## src/rtl/uart_pkg.sv

```systemverilog
// Shared UART definitions: FSM state encoding and frame geometry.
// Used by both the transmitter and the receiver.
package uart_pkg;

    localparam int unsigned UART_DATA_BITS = 8;
    localparam int unsigned UART_STOP_BITS = 1;

    typedef enum logic [2:0] {
        IDLE   = 3'd0,
        START  = 3'd1,
        DATA   = 3'd2,
        PARITY = 3'd3,
        STOP   = 3'd4
    } uart_state_e;

endpackage

```

## src/rtl/byte_fifo.sv

```systemverilog
// Byte FIFO with first-word-fall-through read; pointers wrap modulo DEPTH.
// Push is ignored when full and pop is ignored when empty.
module byte_fifo
    import uart_pkg::*;
#(
    parameter int unsigned DEPTH = 16
) (
    input  logic                        clk,
    input  logic                        rst,
    input  logic                        push,
    input  logic                        pop,
    input  logic [UART_DATA_BITS-1:0]   din,
    output logic [UART_DATA_BITS-1:0]   dout,
    output logic [$clog2(DEPTH):0]      count
);

    localparam int unsigned AW = $clog2(DEPTH);
    localparam int unsigned CW = AW + 1;

    logic [UART_DATA_BITS-1:0] mem_q [DEPTH];
    logic [AW-1:0]             wr_q;
    logic [AW-1:0]             rd_q;
    logic [CW-1:0]             cnt_q;
    logic                      do_push;
    logic                      do_pop;

    assign do_push = push && (cnt_q != CW'(DEPTH));
    assign do_pop  = pop && (cnt_q != '0);

    // Pointers and occupancy; simultaneous push and pop leave count unchanged.
    always_ff @(posedge clk or negedge rst) begin
        if (!rst) begin
            wr_q  <= '0;
            rd_q  <= '0;
            cnt_q <= '0;
        end else begin
            if (do_push) wr_q <= wr_q + AW'(1);
            if (do_pop)  rd_q <= rd_q + AW'(1);
            case ({do_push, do_pop})
                2'b10:   cnt_q <= cnt_q + CW'(1);
                2'b01:   cnt_q <= cnt_q - CW'(1);
                default: cnt_q <= cnt_q;
            endcase
        end
    end

    always_ff @(posedge clk) begin
        if (do_push) mem_q[wr_q] <= din;
    end

    assign dout  = mem_q[rd_q];
    assign count = cnt_q;

endmodule

```

## src/rtl/uart_tx.sv

```systemverilog
// Buffered UART transmitter: byte FIFO feeding a start/data/stop framer.
// Define UART_TX_PARITY_EN to insert an even-parity bit after the data bits.
module uart_tx
    import uart_pkg::*;
#(
    parameter int unsigned CLK_PER_BIT = 868,
    parameter int unsigned FIFO_DEPTH  = 16
) (
    input  logic                          clk,
    input  logic                          rst,
    input  logic [7:0]                    in_data,
    input  logic                          in_valid,
    output logic                          in_ready,
    output logic                          txd,
    output logic                          busy,
    output logic [$clog2(FIFO_DEPTH):0]   fifo_count
);

    localparam int unsigned CW = $clog2(FIFO_DEPTH) + 1;
    localparam int unsigned BW = $clog2(CLK_PER_BIT);

    uart_state_e               state_q, state_d;
    logic [BW-1:0]             baud_q, baud_d;
    logic [2:0]                bit_q, bit_d;
    logic [UART_DATA_BITS-1:0] sh_q, sh_d;
    logic                      txd_q, txd_d;
    logic                      bit_done;
    logic                      start_frame;
    logic                      pop_c;
    logic                      fifo_empty;
    logic [UART_DATA_BITS-1:0] fifo_dout;
`ifdef UART_TX_PARITY_EN
    logic                      par_q, par_d;
`endif

    byte_fifo #(
        .DEPTH (FIFO_DEPTH)
    ) u_fifo (
        .clk   (clk),
        .rst   (rst),
        .push  (in_valid && in_ready),
        .pop   (pop_c),
        .din   (in_data),
        .dout  (fifo_dout),
        .count (fifo_count)
    );

    assign fifo_empty = (fifo_count == '0);
    assign in_ready   = (fifo_count != CW'(FIFO_DEPTH));
    assign busy       = (state_q != IDLE) || !fifo_empty;
    assign txd        = txd_q;
    assign bit_done   = (baud_q == BW'(CLK_PER_BIT - 1));

    // State register and framer datapath.
    always_ff @(posedge clk or negedge rst) begin
        if (!rst) begin
            state_q <= IDLE;
            baud_q  <= '0;
            bit_q   <= '0;
            sh_q    <= '0;
            txd_q   <= 1'b1;
`ifdef UART_TX_PARITY_EN
            par_q   <= 1'b0;
`endif
        end else begin
            state_q <= state_d;
            baud_q  <= baud_d;
            bit_q   <= bit_d;
            sh_q    <= sh_d;
            txd_q   <= txd_d;
`ifdef UART_TX_PARITY_EN
            par_q   <= par_d;
`endif
        end
    end

    // Next-state logic; the baud counter is zeroed on every state entry.
    always_comb begin
        state_d     = state_q;
        baud_d      = baud_q + BW'(1);
        bit_d       = bit_q;
        sh_d        = sh_q;
        pop_c       = 1'b0;
        start_frame = 1'b0;
`ifdef UART_TX_PARITY_EN
        par_d       = par_q;
`endif
        case (state_q)
            IDLE: begin
                baud_d      = '0;
                start_frame = !fifo_empty;
            end
            START: begin
                if (bit_done) begin
                    baud_d  = '0;
                    state_d = DATA;
                end
            end
            DATA: begin
                if (bit_done) begin
                    baud_d = '0;
                    if (bit_q == 3'(UART_DATA_BITS - 1)) begin
`ifdef UART_TX_PARITY_EN
                        state_d = PARITY;
`else
                        state_d = STOP;
`endif
                    end else begin
                        bit_d = bit_q + 3'd1;
                        sh_d  = {1'b0, sh_q[UART_DATA_BITS-1:1]};
                    end
                end
            end
`ifdef UART_TX_PARITY_EN
            PARITY: begin
                if (bit_done) begin
                    baud_d  = '0;
                    state_d = STOP;
                end
            end
`endif
            STOP: begin
                if (bit_done) begin
                    baud_d      = '0;
                    state_d     = IDLE;
                    start_frame = !fifo_empty;
                end
            end
            default: begin
                baud_d  = '0;
                state_d = IDLE;
            end
        endcase
        // Pop the head byte and begin a frame without an idle cycle.
        if (start_frame) begin
            pop_c   = 1'b1;
            sh_d    = fifo_dout;
            bit_d   = '0;
            baud_d  = '0;
            state_d = START;
`ifdef UART_TX_PARITY_EN
            par_d   = ^fifo_dout;
`endif
        end
    end

    // Line level for the state being entered, so txd is registered with it.
    always_comb begin
        txd_d = 1'b1;
        case (state_d)
            START:   txd_d = 1'b0;
            DATA:    txd_d = sh_d[0];
`ifdef UART_TX_PARITY_EN
            PARITY:  txd_d = par_d;
`endif
            default: txd_d = 1'b1;
        endcase
    end

endmodule

```

## config.mk

```make
export PLATFORM = sky130hd
export DESIGN_NAME = uart_tx
export DESIGN_NICKNAME = d
export VERILOG_FILES = /design/src/rtl/uart_pkg.sv /design/src/rtl/byte_fifo.sv /design/src/rtl/uart_tx.sv
export SDC_FILE = /design/constraint.sdc
export NUM_CORES = 1
export LEC_CHECK = 0
export ABC_AREA = 1
export BUFFER_PORTS_ARGS = -buffer_cell sky130_fd_sc_hd__clkbuf_2
export CAP_MARGIN = 20
export CORE_ASPECT_RATIO = 1.25
export CORE_UTILIZATION = 40
export DETAILED_ROUTE_END_ITERATION = 8
export HOLD_SLACK_MARGIN = 0.12
export MAX_ROUTING_LAYER = met4
export PLACE_DENSITY = 0.62
export SYNTH_ARGS = -nofsm -noshare
export SYNTH_HDL_FRONTEND = slang
export SYNTH_SLANG_ARGS = --single-unit
```

## constraint.sdc

```tcl
create_clock -name clk -period 3.8 [get_ports clk]
set_input_delay 0.57 -clock clk [delete_from_list [all_inputs] [get_ports clk]]
set_output_delay 0.57 -clock clk [all_outputs]
set_load 0.02 [all_outputs]
```

==> metrics.log <==
INFO  metric timing.final.hold_violations = 0
INFO  metric synth.yosys.seq_area_share = 65.47%
INFO  metric routed_wire_length = around 15 mm
INFO  metric critical_path.endpoint_type = flip-flop
INFO  metric main_combinational_cell_family_by_area_after_synthesis = simple AND/OR/NAND/NOR gates
INFO  metric diodes = 0
INFO  metric die_width = about 120 um
INFO  metric clk_latency = ~0.43 ns
INFO  metric synth-adder-area-share = between 1.5 and 2%
INFO  metric post_layout_nonfiller_instances = 922
INFO  metric core_area = 0.01770 mm2
INFO  metric synth_top_flop_cell = sky130_fd_sc_hd__edfxtp_1
INFO  metric syn-cell-area = approximately 0.0073 mm2
INFO  metric finalMaxSlewViolations = 0
INFO  metric vdd_drop_max = roughly 0.00034 V
INFO  metric cpPeakStageDelay = ~0.44 ns
INFO  metric fraction_of_the_mapped_netlist_area_in_compound_gates = ~7.2%
INFO  metric track_usage = 17.65%
INFO  metric timing.clock.skew = roughly 0.0059 ns
INFO  metric setup_viol_count_final = 0
INFO  metric timing_worst_setup_path_type = reg2reg
INFO  metric overflow = 0
INFO  metric powerDensity = 546.7 mW/mm2
INFO  metric synthesis.yosys.warnings = 0
INFO  metric synth_instances = between 600 and 700
INFO  metric crit_arrival = approximately 3.3 ns
INFO  metric max_freq = around 0.33 GHz
INFO  metric clockRootBuffer = sky130_fd_sc_hd__clkbuf_16
INFO  metric leakage_power_total = between 3 and 4 nW
INFO  metric hold_path_class = reg2reg
INFO  metric initial_util = between 40% and 50%
INFO  metric cts-htree-levels = 4
INFO  metric synth_async_sr_flop_share = between 20% and 30%
INFO  metric drt-pass1-iter-count = 5
INFO  metric synth.ff_latch_count = ~170
INFO  metric number_of_top_level_pins = 19
INFO  metric worst_pin_slew = 1.060 ns
INFO  metric drc = 0
INFO  metric crit_path_start_kind = flip-flop
INFO  metric clockBufferDepth = 2
INFO  metric synthMuxAreaShare = 0%
INFO  metric drv.max_cap_violation_count = 0
INFO  metric design.final.nets = around 710
INFO  metric first_global_vias = ~4800
INFO  metric vias = around 4800
INFO  metric antenna_violations_before_repair = 0
INFO  metric place_worst_setup_slack = a little under 0.8 ns
INFO  metric chipHeight = 153.3 um
INFO  metric largest_fanout_of_any_net_on_the_critical_path = 15
INFO  metric path_clk_slew = approximately 0.06 ns
INFO  metric layout-drive-gt1-share = between 10% and 20%
INFO  metric ys_types = 39
INFO  metric final_period_minus_worst_setup_slack = just over 3 ns
INFO  metric timing.critical_path.max_delay_family = compound AO/OA/AOI/OAI gates
INFO  metric max_slew_margin = about 29%
INFO  metric synth_xor_area_share = under 10%
INFO  metric timing.final.crit_share = approximately four fifths
INFO  metric result_of_the_run = completed
INFO  metric mappedNetlistNets = about 700
INFO  metric drt_first_iter_violations = 356
INFO  metric dpl_hpwl = about 9.6 mm
INFO  metric cts.sinks = 166
INFO  metric crit_slowest_cell = sky130_fd_sc_hd__a21oi_4
INFO  metric syn_avg_cell_area = 10.93 um2
INFO  metric mean_number_of_vias_per_cell = about 5.2
INFO  metric grt_first_pass_wirelength = ~24 mm
INFO  metric area_growth = 12.40%
INFO  metric worst_slack = between 0.7 and 0.8 ns
INFO  metric detail_route.wl_per_cell = about 16 um
INFO  metric synthSimpleGateAreaFrac = a little under a fifth
INFO  metric finalSetupTns = 0 ns
INFO  metric final.hold.worst_slack = 0.4969 ns
INFO  metric placement_rows = 54
INFO  metric grt_setup_unrepaired = no
INFO  metric cp_data_required_time = between 4 and 5 ns
INFO  metric maximum_number_of_pins_on_one_net_before_global_route_repair = slightly below 70
INFO  metric place_congestion = 0.8112
INFO  metric cts_tree = built
INFO  metric cp_num_buf_inv = 1
INFO  metric crit_path_frequent_cell = sky130_fd_sc_hd__ha_1
INFO  metric timing.critical_path.cells = ha_1 -> inv_2 -> nor2_2 -> nand4_4 -> a21oi_4 -> ha_1 -> xor2_1 -> ha_1 -> o21ai_0 -> o21ai_0 -> nand3_1 -> xor2_1
INFO  metric postRouteAntennaNets = 0
INFO  metric port_buffers = 18
INFO  metric cts-buffers-inserted = 17
INFO  metric synth-edff-count = 128
INFO  metric place_inst = 888
INFO  metric post_cts_resize_count = 0
INFO  metric die_area = 0.01886 mm2
[final timing paths]
kind                       cells past startpoint              end  slack, ns  startpoint
max reg2reg                                   12  u_fifo.count[4]       0.77   baud_q[0]
min reg2reg                                    2          sh_q[6]       0.50     sh_q[6]
min in group asynchronous                      2  u_fifo.count[3]       0.64         rst
min                                            2          sh_q[6]       0.50     sh_q[6]
max                                           12  u_fifo.count[4]       0.77   baud_q[0]
max in group asynchronous                      3              txd       2.61         rst
[cell usage in the layout, fill, tap and decap left out, types with 2 or more instances in the layout]
cell type                   netlist  layout
sky130_fd_sc_hd__o21ai_2          2       2
sky130_fd_sc_hd__nor2_2           5       5
sky130_fd_sc_hd__nand2_2          3       3
sky130_fd_sc_hd__nand3_1         57      57
sky130_fd_sc_hd__nor2_1         119     119
sky130_fd_sc_hd__clkinv_4         0       4
sky130_fd_sc_hd__bufinv_16        0       4
sky130_fd_sc_hd__inv_6            0       2
sky130_fd_sc_hd__inv_2            5       5
sky130_fd_sc_hd__clkbuf_16        0      17
sky130_fd_sc_hd__nand3_4          2       2
sky130_fd_sc_hd__inv_1           45      45
sky130_fd_sc_hd__o21ai_0         42      42
sky130_fd_sc_hd__clkinv_2         1       2
sky130_fd_sc_hd__xor2_1          12      12
sky130_fd_sc_hd__nand2_1        103     103
sky130_fd_sc_hd__clkbuf_2         0      18
sky130_fd_sc_hd__dfrtp_1         37      36
sky130_fd_sc_hd__a21oi_1          6       6
sky130_fd_sc_hd__buf_4            3       3
sky130_fd_sc_hd__o211ai_1        18      18
sky130_fd_sc_hd__ha_1            11      11
sky130_fd_sc_hd__edfxtp_1       128     128
sky130_fd_sc_hd__nor3_1           5       5
sky130_fd_sc_hd__xnor2_1          2       2
sky130_fd_sc_hd__o21ai_1         16      16
sky130_fd_sc_hd__nand4_1         10      10
[where the power goes]
group          internal [mW]  switching (mW)  total, mW
sequential              2.14          0.0775       2.22
clock                   1.11           0.712       1.82
combinational          0.125           0.335      0.460
total                   3.38            1.12       4.50
[kinds of logic after synthesis]
group | Yosys count
flops | 166
compound gates | 89
xor+xnor | 15
simple gates | 311
fa+ha+maj | 11
buf+inv | 78
[cell usage after synthesis (2+ instances only)]
cell type	instances	area (um2)
sky130_fd_sc_hd__buf_6	4	45.04
sky130_fd_sc_hd__o21ai_0	42	210.2
sky130_fd_sc_hd__nor2_1	119	446.7
sky130_fd_sc_hd__o21ai_1	16	80.08
sky130_fd_sc_hd__nand2_1	103	386.6
sky130_fd_sc_hd__nand3_1	57	285.3
sky130_fd_sc_hd__ha_1	11	137.6
sky130_fd_sc_hd__o21ai_2	2	17.52
sky130_fd_sc_hd__buf_2	8	40.04
sky130_fd_sc_hd__clkbuf_1	12	45.04
sky130_fd_sc_hd__buf_4	3	22.52
sky130_fd_sc_hd__xor2_1	12	105.1
sky130_fd_sc_hd__nand2_2	3	18.77
sky130_fd_sc_hd__nor2_2	5	31.28
sky130_fd_sc_hd__nand3_4	2	35.03
sky130_fd_sc_hd__dfrtp_1	37	925.9
sky130_fd_sc_hd__nor3_1	5	25.02
sky130_fd_sc_hd__inv_1	45	168.9
sky130_fd_sc_hd__nand4_1	10	62.56
sky130_fd_sc_hd__o211ai_1	18	135.1
sky130_fd_sc_hd__a21oi_1	6	30.03
sky130_fd_sc_hd__xnor2_1	2	17.52
sky130_fd_sc_hd__edfxtp_1	128	3844
sky130_fd_sc_hd__inv_2	5	18.77
[layout make-up]
cell class / count / area, um2
well taps: 224 / 280.3
clock inverters: 14 / 200.2
multi-input cells: 426 / 2185
flip-flops and latches: 166 / 4797
repair buffers: 23 / 150.1
fillers: 1624 / 9468
inverters: 51 / 192.7
clock buffers: 18 / 429.2
[stage by stage]
step | util (%) | instance area, um2 | total power, mW
floorplan | - | 7326 | 2.539
global placement | 42.75 | 7567 | 2.690
detailed placement | 42.75 | 7567 | 2.715
CTS | 46.30 | 8197 | 4.521
global route | 46.52 | 8234 | 4.666
finish | 46.52 | 8234 | 4.501
[routing by layer]
| layer | routed length [um] | share of wire (%) | vias to the layer above | global-route usage [%] |
|---|---|---|---|---|
| met5 | 0 | 0 | - | - |
| met4 | 282 | 1.9 | 0 | 5.680 |
| met3 | 486 | 3.2 | 24 | 3.918 |
| met2 | 7855 | 52 | 93 | 29.59 |
| met1 | 6377 | 43 | 2377 | 20.84 |
| li1 | - | - | 2321 | - |
[registers in the layout, indices dropped and copies added, names as in the netlist]
| signal | count |
|---|---|
| state_q | 3 |
| bit_q | 3 |
| baud_q | 10 |
| u_fifo.rd_q | 4 |
| sh_q | 8 |
| txd | 1 |
| u_fifo.mem_q | 128 |
| u_fifo.wr_q | 4 |
| u_fifo.count | 5 |
[what timing repair did]
item,in CTS,in global routing
endpoints found under the hold margin,0,10
endpoints found under the setup margin,0,0
hold buffers,0,1
setup buffers,0,0
[tightest hold or removal path, cell delays in order (launching register included)]
cell and delay [ns]:
sky130_fd_sc_hd__dfrtp_1 0.34, sky130_fd_sc_hd__nand2_1 0.05, sky130_fd_sc_hd__nand3_1 0.07
Note: power is estimated with default switching activity, not from simulation.
